--- config.mk ---
export PLATFORM = sky130hd
export DESIGN_NAME = parking_gate_ctrl
export DESIGN_NICKNAME = d
export VERILOG_FILES = /design/src/rtl/parking_pkg.sv /design/src/rtl/gate_timer.sv /design/src/rtl/parking_gate_ctrl.sv
export SDC_FILE = /design/constraint.sdc
export NUM_CORES = 1
export LEC_CHECK = 0
export ABC_AREA = 1
export BUFFER_PORTS_ARGS = -buffer_cell sky130_fd_sc_hd__buf_4
export CAP_MARGIN = 40
export CORE_MARGIN = 2
export CORE_UTILIZATION = 50
export DETAILED_ROUTE_END_ITERATION = 7
export PLACE_DENSITY_LB_ADDON = 0.3
export SLEW_MARGIN = 20
export SYNTH_ARGS = -nofsm -noshare
export SYNTH_HDL_FRONTEND = slang
export SYNTH_SLANG_ARGS = --single-unit
--- constraint.sdc ---
create_clock -name clk -period 1.28 [get_ports clk]
set_input_delay 0.128 -clock clk [delete_from_list [all_inputs] [get_ports clk]]
set_output_delay 0.128 -clock clk [all_outputs]
set_load 0.01 [all_outputs]
--- src/rtl/parking_pkg.sv ---
// rtl/parking_pkg.sv - shared types for the parking barrier lane controller
package parking_pkg;

    typedef enum logic [2:0] {
        IDLE  = 3'd0,
        GRANT = 3'd1,
        OPEN  = 3'd2,
        HOLD  = 3'd3,
        CLOSE = 3'd4
    } state_t;

    typedef enum logic {
        DIR_ENTRY = 1'b0,
        DIR_EXIT  = 1'b1
    } dir_t;

    function automatic int max_int(input int a, input int b);
        return (a > b) ? a : b;
    endfunction

endpackage

--- src/rtl/gate_timer.sv ---
// rtl/gate_timer.sv - shared up-counter with clear/enable and terminal-count compare
module gate_timer #(
    parameter int W = 7
) (
    input  logic         clk,
    input  logic         reset,
    input  logic         i_clear,
    input  logic         i_enable,
    input  logic [W-1:0] i_terminal,
    output logic         o_tc
);

    logic [W-1:0] r_count;

    always_ff @(posedge clk or negedge reset) begin
        if (!reset) begin
            r_count <= '0;
        end else if (i_clear) begin
            r_count <= '0;
        end else if (i_enable) begin
            r_count <= r_count + 1'b1;
        end
    end

    assign o_tc = (r_count == i_terminal);

endmodule

--- src/rtl/parking_gate_ctrl.sv ---
// rtl/parking_gate_ctrl.sv - barrier lane FSM, entry/exit arbiter and occupancy count
module parking_gate_ctrl
    import parking_pkg::*;
#(
    parameter int TOTAL_SPOTS  = 15,
    parameter int CNT_W        = 4,
    parameter int PASS_TIMEOUT = 64,
    parameter int HOLD_CYCLES  = 8
) (
    input  logic             clk,
    input  logic             reset,
    input  logic             entry_req,
    input  logic             exit_req,
    input  logic             pass_sensor,
    output logic             barrier_open,
    output logic             grant_entry,
    output logic             grant_exit,
    output logic [CNT_W-1:0] occupied,
    output logic [CNT_W-1:0] spots,
    output logic             full,
    output logic             busy,
    output logic             timeout_err
);

    localparam int TMR_MAX = max_int(PASS_TIMEOUT, HOLD_CYCLES);
    localparam int TMR_W   = $clog2(TMR_MAX + 1);
    localparam logic [TMR_W-1:0] LP_OPEN_TC = TMR_W'(PASS_TIMEOUT - 1);
    localparam logic [TMR_W-1:0] LP_HOLD_TC = TMR_W'(HOLD_CYCLES - 1);
    localparam logic [CNT_W-1:0] LP_TOTAL   = CNT_W'(TOTAL_SPOTS);

    state_t           r_state;
    state_t           w_next_state;
    // Serves both as the latched direction of the current cycle and as the
    // round-robin pointer; reset to ENTRY so that exit wins the first tie.
    dir_t             r_dir;
    dir_t             w_winner;
    logic             r_pass_q;
    logic             r_timeout_err;
    logic [CNT_W-1:0] r_occupied;
    logic [CNT_W-1:0] r_spots;
    logic             r_full;

    logic             w_entry_elig;
    logic             w_exit_elig;
    logic             w_pass_rise;
    logic             w_clear;
    logic             w_enable;
    logic             w_tc;
    logic [TMR_W-1:0] w_terminal;
    logic             w_occ_inc;
    logic             w_occ_dec;
    logic             w_timeout;
    logic [CNT_W-1:0] w_occ_next;

    assign w_entry_elig = entry_req && !r_full;
    assign w_exit_elig  = exit_req && (r_occupied != '0);
    assign w_pass_rise  = pass_sensor && !r_pass_q;
    assign w_terminal   = (r_state == HOLD) ? LP_HOLD_TC : LP_OPEN_TC;

    assign w_winner = (w_entry_elig && w_exit_elig) ?
                          ((r_dir == DIR_ENTRY) ? DIR_EXIT : DIR_ENTRY) :
                      (w_exit_elig ? DIR_EXIT : DIR_ENTRY);

    gate_timer #(
        .W (TMR_W)
    ) u_gate_timer (
        .clk        (clk),
        .reset      (reset),
        .i_clear    (w_clear),
        .i_enable   (w_enable),
        .i_terminal (w_terminal),
        .o_tc       (w_tc)
    );

    always_comb begin
        w_next_state = r_state;
        w_clear      = 1'b0;
        w_enable     = 1'b0;
        w_occ_inc    = 1'b0;
        w_occ_dec    = 1'b0;
        w_timeout    = 1'b0;
        case (r_state)
            IDLE: begin
                if (w_entry_elig || w_exit_elig) begin
                    w_next_state = GRANT;
                end
            end
            GRANT: begin
                w_next_state = OPEN;
                w_clear      = 1'b1;
            end
            OPEN: begin
                if (w_pass_rise) begin
                    w_next_state = HOLD;
                    w_clear      = 1'b1;
                    w_occ_inc    = (r_dir == DIR_ENTRY);
                    w_occ_dec    = (r_dir == DIR_EXIT);
                end else if (w_tc) begin
                    w_next_state = CLOSE;
                    w_timeout    = 1'b1;
                end else begin
                    w_enable = 1'b1;
                end
            end
            HOLD: begin
                // A car still under the barrier restarts the hold window.
                if (pass_sensor) begin
                    w_clear = 1'b1;
                end else if (w_tc) begin
                    w_next_state = CLOSE;
                end else begin
                    w_enable = 1'b1;
                end
            end
            CLOSE: begin
                w_next_state = IDLE;
            end
            default: begin
                w_next_state = IDLE;
            end
        endcase
    end

    assign w_occ_next = w_occ_inc ? (r_occupied + 1'b1) :
                        w_occ_dec ? (r_occupied - 1'b1) : r_occupied;

    always_ff @(posedge clk or negedge reset) begin
        if (!reset) begin
            r_state       <= IDLE;
            r_dir         <= DIR_ENTRY;
            r_pass_q      <= 1'b0;
            r_timeout_err <= 1'b0;
            r_occupied    <= '0;
            r_spots       <= LP_TOTAL;
            r_full        <= 1'b0;
        end else begin
            r_state       <= w_next_state;
            r_timeout_err <= w_timeout;
            // Cleared while in GRANT so a sensor already high at OPEN entry
            // is seen as a fresh rising edge.
            r_pass_q      <= (r_state == GRANT) ? 1'b0 : pass_sensor;
            if (r_state == IDLE && w_next_state == GRANT) begin
                r_dir <= w_winner;
            end
            if (w_occ_inc || w_occ_dec) begin
                r_occupied <= w_occ_next;
                r_spots    <= LP_TOTAL - w_occ_next;
                r_full     <= (w_occ_next == LP_TOTAL);
            end
        end
    end

    assign barrier_open = (r_state == OPEN) || (r_state == HOLD);
    assign grant_entry  = (r_state == GRANT) && (r_dir == DIR_ENTRY);
    assign grant_exit   = (r_state == GRANT) && (r_dir == DIR_EXIT);
    assign busy         = (r_state != IDLE);
    assign timeout_err  = r_timeout_err;
    assign occupied     = r_occupied;
    assign spots        = r_spots;
    assign full         = r_full;

    a_occ_bound: assert property (@(posedge clk) disable iff (!reset)
                                  r_occupied <= LP_TOTAL);

endmodule

==> impl_metrics.tcl, run 1 <==
set metrics [dict create \
    outcome "complete, but fails checks" \
    violations "setup timing" \
    fin_ws_ns -0.182 \
    synth_cell_types 24 \
    fin_nets 223 \
    reg2reg_depth 9 \
    drcViolationCount 0 \
    critPathCapture "grant_exit" \
    ys_top_cells_by_area "dfrtp_1 34%, nand2_1 9.0%, dfstp_2 7.9%" \
    gp_congestion 0.799 \
    utilization_pct 78.6 \
    syn_nets 170 \
    overflow 0 \
    finalCritPeriodShare_pct 114 \
    synth_top_cell_area_share_pct 33.9 \
    power_frac_clock_pct 9.2 \
    cap_violations 0 \
    power_frac_comb_pct 62.3 \
    area_growth_pct 47.8 \
    clkTransAtPathRegs_ns 0.13 \
    io_buffers 18 \
    grt_pass1_wl_um 5700 \
    die_w_um 55.6 \
    cp_max_fo 3 \
    dr.pass1.iters 4 \
    yosysSeqAreaShare_pct 41.8 \
    num_rows 18 \
    finalClockSkew_ns 0.000949 \
    ys_seq_elements 22 \
    avgRoutedWirePerCell_um 14.0 \
    setup.worst_path.class "flip-flop to output port" \
    antenna_cells 0 \
    dr_total_vias 1297 \
    start_util_pct 53.2 \
    post-dp-hpwl_um 2240 \
    setup_viol 18 \
    drtAntennaViolNets 0 \
    end_kind "output port" \
    fin_crit_ns 1.46 \
    cp-start-kind "flip-flop" \
    via_per_inst 5.32 \
    cts_tree "built" \
    grt_max_degree 23 \
    die_area_um2 3090 \
    synth_area_um2 1330 \
    p_switching_mw 1.98 \
    crit_required_ns 1.15 \
    ios 19 \
    yosysTopAreaCell "dfrtp_1" \
    seqPwrFrac_pct 28.5 \
    syn-mean-instance-area_um2 8.20 \
    p_leak_nw 1.01 \
    p_int_mw 2.47 \
    min_from "pass_sensor" \
    cts-root-buf "clkbuf_4" \
    clkLatencyLatePin_ns 0.32 \
    rsz0062_at_grt "true" \
    syn_inst 162 \
    worstSetupStartpoint "r_state[2]$_DFF_PN0_" \
    cts_num_sinks 22 \
    drv_slew 0 \
    drive_gt1_share_pct 52.8 \
    core_um2 2500 \
    numCtsBuffers 3 \
    r2r-end "full$_DFFE_PN0P_" \
    final_cell_count_no_fill 244 \
    synth_warnings 0 \
    arrival_ns 1.33 \
    clk_path_buf_depth 2 \
    first_iter_violations 46 \
    vdd_ir_drop_max_uv 1770 \
    p_sw_share_pct 44.6 \
    grt_antenna_before_repair 0 \
    max_freq_mhz 684 \
    r2r-start "r_state[0]$_DFF_PN0_" \
    worst_pin_slew_ns 0.294 \
    chipHeight_um 55.6 \
    grt_pass1_vias 1269 \
    slew_headroom_pct 80.1 \
    final_hold_viol_count 0 \
    r2r_setup_slack_ns -0.16 \
    placed_cells 234 \
    htree_num_levels 1 \
    wl_um 3430 \
    power.density_nw_per_um2 2270 \
    hp-class "input pin to flip-flop" \
    grt_usage_pct 23.0 \
]
-- registers in the layout, summed over array words and instances (netlist names) --
register              flops
r_dir                     1
occupied                  4
spots                     4
r_state                   3
r_pass_q                  1
u_gate_timer.r_count      7
timeout_err               1
full                      1
-- worst max-delay path, stage by stage (launching register included) --
cell and delay [ns]:
dfrtp_1 0.42, buf_4 0.16, nor2_2 0.11, nand2_2 0.10, nor2_1 0.10, buf_4 0.13
-- worst min-delay path by stage --
stage | to | slack [ns] | cells past startpoint
after global routing | r_pass_q$_DFF_PN0_ | 0.09 | 3
after detailed placement | u_gate_timer.r_count[6]$_DFFE_PN0P_ | 0.04 | 1
final | r_pass_q$_DFF_PN0_ | 0.11 | 3
after CTS | r_pass_q$_DFF_PN0_ | 0.09 | 3
after global placement | timeout_err$_DFF_PN0_ | 0.03 | 1
after floorplan | full$_DFFE_PN0P_ | -0.17 | 0
-- repair_timing --
| action | CTS | global route |
|---|---|---|
| setup buffers | 2 | 3 |
| gates resized for setup | 18 | 33 |
| pin swaps | 2 | 10 |
| hold endpoints to repair | 22 | 0 |
| endpoints found under the setup margin | 23 | 26 |
| hold buffers | 1 | 0 |
-- layer usage --
layer,up-vias,global-route usage [%],share of wire (%)
li1,619,-,-
met1,618,30.5,43
met2,51,36.6,48
met3,9,4.92,6.2
met4,0,9.41,2.2
met5,-,0,0
-- cells in the final DEF, fill, tap and decap left out, drive strengths merged --
master and n:
a21oi 1, buf 47, clkbuf 4, clkinv 1
dfrtp 18, dfstp 4, dlygate4sd3 1, ha 3
inv 29, nand2 39, nand3 20, nand4 3
nor2 17, nor3 4, o21ai 14, o311ai 1
xnor2 1, xor2 7
-- power groups by stage --
stage          Clock, mW  Combinational [mW]  Sequential, mW
2_1_floorplan          0                1.16            1.27
3_3_place_gp           0                2.17            1.18
3_5_place_dp           0                2.23            1.20
4_1_cts            0.419                2.45            1.21
5_1_grt            0.439                3.01            1.29
6_report           0.409                2.77            1.27
-- per-stage QoR --
stage	setup TNS (ns)	total power, mW	setup WS [ns]	area [µm²]	hold WS [ns]
after global placement	-0.261	3.34	-0.0984	1700	0.0308
after global routing	-3.35	4.74	-0.254	1960	0.0925
after floorplan	0	2.43	0.00230	1330	-0.168
after CTS	-1.54	4.08	-0.129	1820	0.0895
final	-1.93	4.45	-0.182	1960	0.109
after detailed placement	-0.915	3.43	-0.142	1700	0.0366
-- area by class of cell --
type                            instances  area, µm²
Timing Repair Buffer                   48        409
Inverter                               30        113
Sequential cell                        22        561
Clock buffer                            4       36.3
Multi-Input combinational cell        110        808
Fill cell                             160        536
Tap cell                               30       37.5
-- synthesized netlist by cell type --
master and number:
nor3_4 1, a21oi_2 1, o311ai_0 1, o21ai_0 6
nor2_4 3, nand4_1 3, clkinv_1 1, ha_1 3
nand3_2 3, nand2_4 5, xor2_1 7, dfstp_2 4
inv_1 25, nand2_2 2, inv_2 4, nor2_1 13
nor2_2 1, nand2_1 32, xnor2_1 1, o21ai_2 6
dfrtp_1 18, nand3_1 17, o21ai_1 2, nor3_1 3
-- cells by family after synthesis --
| group | after synthesis | share of synthesized area [%] |
|---|---|---|
| XOR/XNOR | 8 | 5.27 |
| AO/OA/AOI/OAI | 16 | 8.29 |
| AND/OR/NAND/NOR | 83 | 33.3 |
| flip-flops | 22 | 41.8 |
| buffers and inverters | 30 | 8.47 |
| adder cells (fa/ha/maj) | 3 | 2.83 |
Note: power is estimated with default switching activity, not from simulation.
==> run 2, diff against run 1 <==
--- a/config.mk
+++ b/config.mk
@@ -6,12 +6,14 @@
 export NUM_CORES = 1
 export LEC_CHECK = 0
 export ABC_AREA = 1
+export ABC_CLOCK_PERIOD_IN_PS = 1280
 export BUFFER_PORTS_ARGS = -buffer_cell sky130_fd_sc_hd__buf_4
 export CAP_MARGIN = 40
 export CORE_MARGIN = 2
 export CORE_UTILIZATION = 50
 export DETAILED_ROUTE_END_ITERATION = 7
 export PLACE_DENSITY_LB_ADDON = 0.3
+export SKIP_LAST_GASP = 1
 export SLEW_MARGIN = 20
 export SYNTH_ARGS = -nofsm -noshare
 export SYNTH_HDL_FRONTEND = slang
==> impl_metrics.tcl, run 2 (same netlist as run 1, synthesis figures left out) <==
set metrics [dict create \
    top_register "u_gate_timer.r_count" \
    cp_num_buf_inv 1 \
    grt_pass1_vias 1269 \
    met2_usage_pct 36.4 \
    p_leak_nw 1.01 \
    wl_um 3530 \
    cap_violations 0 \
    antenna_cells 0 \
    reg2reg_depth 7 \
    die_w_um 55.6 \
    grt_antenna_before_repair 0 \
    cp_slowest_stage_delay_ns 0.44 \
    p_switching_mw 1.99 \
    fin_ws_ns -0.173 \
    finalPower_mw 4.44 \
    finalClockSkew_ns 0.00345 \
    cp-start-kind "flip-flop" \
    p_sw_share_pct 44.7 \
    num_rows 18 \
    grt_max_degree 23 \
    drtAntennaViolNets 0 \
    rsz0062_at_grt "true" \
    cp_common_cell "nand2_1" \
    htree_num_levels 1 \
    ff_latch_area_um2 561 \
    final_hold_viol_count 0 \
    final_cell_count_no_fill 244 \
    violations "setup timing" \
    grt_usage_pct 23.0 \
    slew_headroom_pct 79.8 \
    fin_crit_ns 1.45 \
    cp_max_fo 5 \
    area_growth_pct 47.4 \
    critPathSlowestCell "dfrtp_2" \
    hp-class "input pin to flip-flop" \
    ios 19 \
    path_cells "buf_4 -> nor3_1 -> nand3_1 -> nand3_2 -> nand2_2 -> nand2_1 -> nand2_1" \
    core_um2 2500 \
    power_frac_comb_pct 62.2 \
    first_iter_violations 44 \
    dr.pass1.iters 4 \
    dp_worst_setup_slack_ns -0.142 \
    worst_pin_slew_ns 0.299 \
    layout_commonest_cell "buf_4" \
    clkLatencyLatePin_ns 0.32 \
    min_path_cells 3 \
    die_area_um2 3090 \
    numCtsBuffers 3 \
    hold_ws_ns 0.108 \
    arrival_ns 1.68 \
    io_buffers 18 \
    clk_path_buf_depth 2 \
    start_util_pct 53.2 \
    finalCritPeriodShare_pct 113 \
    via_per_inst 5.30 \
    nFillCells 159 \
    seqPwrFrac_pct 28.6 \
    crit_family "simple AND/OR/NAND/NOR gates" \
    fin_nets 223 \
    cts-root-buf "clkbuf_4" \
    setup_viol 19 \
    vdd_ir_drop_max_uv 1780 \
    max_freq_mhz 688 \
    use_met3_pct 4.92 \
    largest_reg_flops 7 \
    drive_gt1_share_pct 52.3 \
    avgRoutedWirePerCell_um 14.4 \
    cts_num_sinks 22 \
    met1_usage_pct 30.5 \
    grt_pass1_wl_um 5710 \
    overflow 0 \
    crit_cells 7 \
    dr_total_vias 1293 \
    grt_busiest_layer "met2" \
    power.density_nw_per_um2 2270 \
    post-dp-hpwl_um 2240 \
    gp_congestion 0.799 \
    p_int_mw 2.46 \
    end_kind "flip-flop" \
    clkTransAtPathRegs_ns 0.13 \
    chipHeight_um 55.6 \
    power_frac_clock_pct 9.2 \
    multi_input_comb_area_um2 806 \
    outcome "complete, but fails checks" \
    crit_required_ns 1.50 \
    setup.worst_path.class "flip-flop to flip-flop" \
    drv_slew 0 \
    layout_common_cells "38 x buf_4, 27 x nand2_1, 19 x inv_1, 15 x nand3_1, 14 x dfrtp_1" \
    drcViolationCount 0 \
    placed_cells 234 \
    cts_tree "built" \
]
## run 2: cell counts in the layout (fill, tap and decap cells not counted)
Identical to the previous run, type by type.
## run 2: final timing paths
path	start	end	slack, ns
setup / recovery	occupied[1]$_DFFE_PN0P_	full$_DFFE_PN0P_	-0.17
hold / removal	pass_sensor	r_state[0]$_DFF_PN0_	0.11
setup reg to reg	occupied[1]$_DFFE_PN0P_	full$_DFFE_PN0P_	-0.17
hold reg to reg	spots[3]$_DFFE_PN1P_	spots[3]$_DFFE_PN1P_	0.48
max in group asynchronous	reset	spots[2]$_DFFE_PN1P_	0.78
min in group asynchronous	reset	u_gate_timer.r_count[6]$_DFFE_PN0P_	0.21
## run 2: what timing repair did
action                                  4_1_cts  5_1_grt
endpoints found under the setup margin       23       26
hold endpoints to repair                     22        0
resized for setup                            17       32
setup buffers                                 2        3
hold buffers                                  1        0
pin swaps                                     2        9
## run 2: metal layers
layer	wire length, µm	vias to the layer above
li1	-	618
met1	1470	610
met2	1710	54
met3	247	11
met4	95	0
met5	0	-
## run 2: cell type report
cell class                      count  area share, %
Sequential cell                    22           28.6
Clock buffer                        4           1.85
Multi-Input combinational cell    110           41.2
Tap cell                           30           1.92
Inverter                           30           5.75
Timing Repair Buffer               48           20.7
## run 2: worst register-to-register path, delay by kind of cell (launching register included)
kind,cells,cell delay (ns)
buffers and inverters,1,0.15
flip-flops,1,0.44
AND/OR/NAND/NOR,6,0.76
## run 2: through the flow
step	setup TNS, ns	utilization, %	instance area, µm²
after floorplan	0	-	1330
after global routing	-3.52	78.3	1960
final	-1.93	78.3	1960
after detailed placement	-0.915	68.0	1700
after global placement	-0.261	68.0	1700
after CTS	-1.55	72.3	1810
## run 2: power by group through the flow
stage / registers, mW / clock network [mW] / logic (mW)
6_report: 1.27 / 0.409 / 2.76
5_1_grt: 1.29 / 0.439 / 3.00
4_1_cts: 1.21 / 0.419 / 2.42
3_5_place_dp: 1.20 / 0 / 2.23
3_3_place_gp: 1.18 / 0 / 2.17
2_1_floorplan: 1.27 / 0 / 1.16
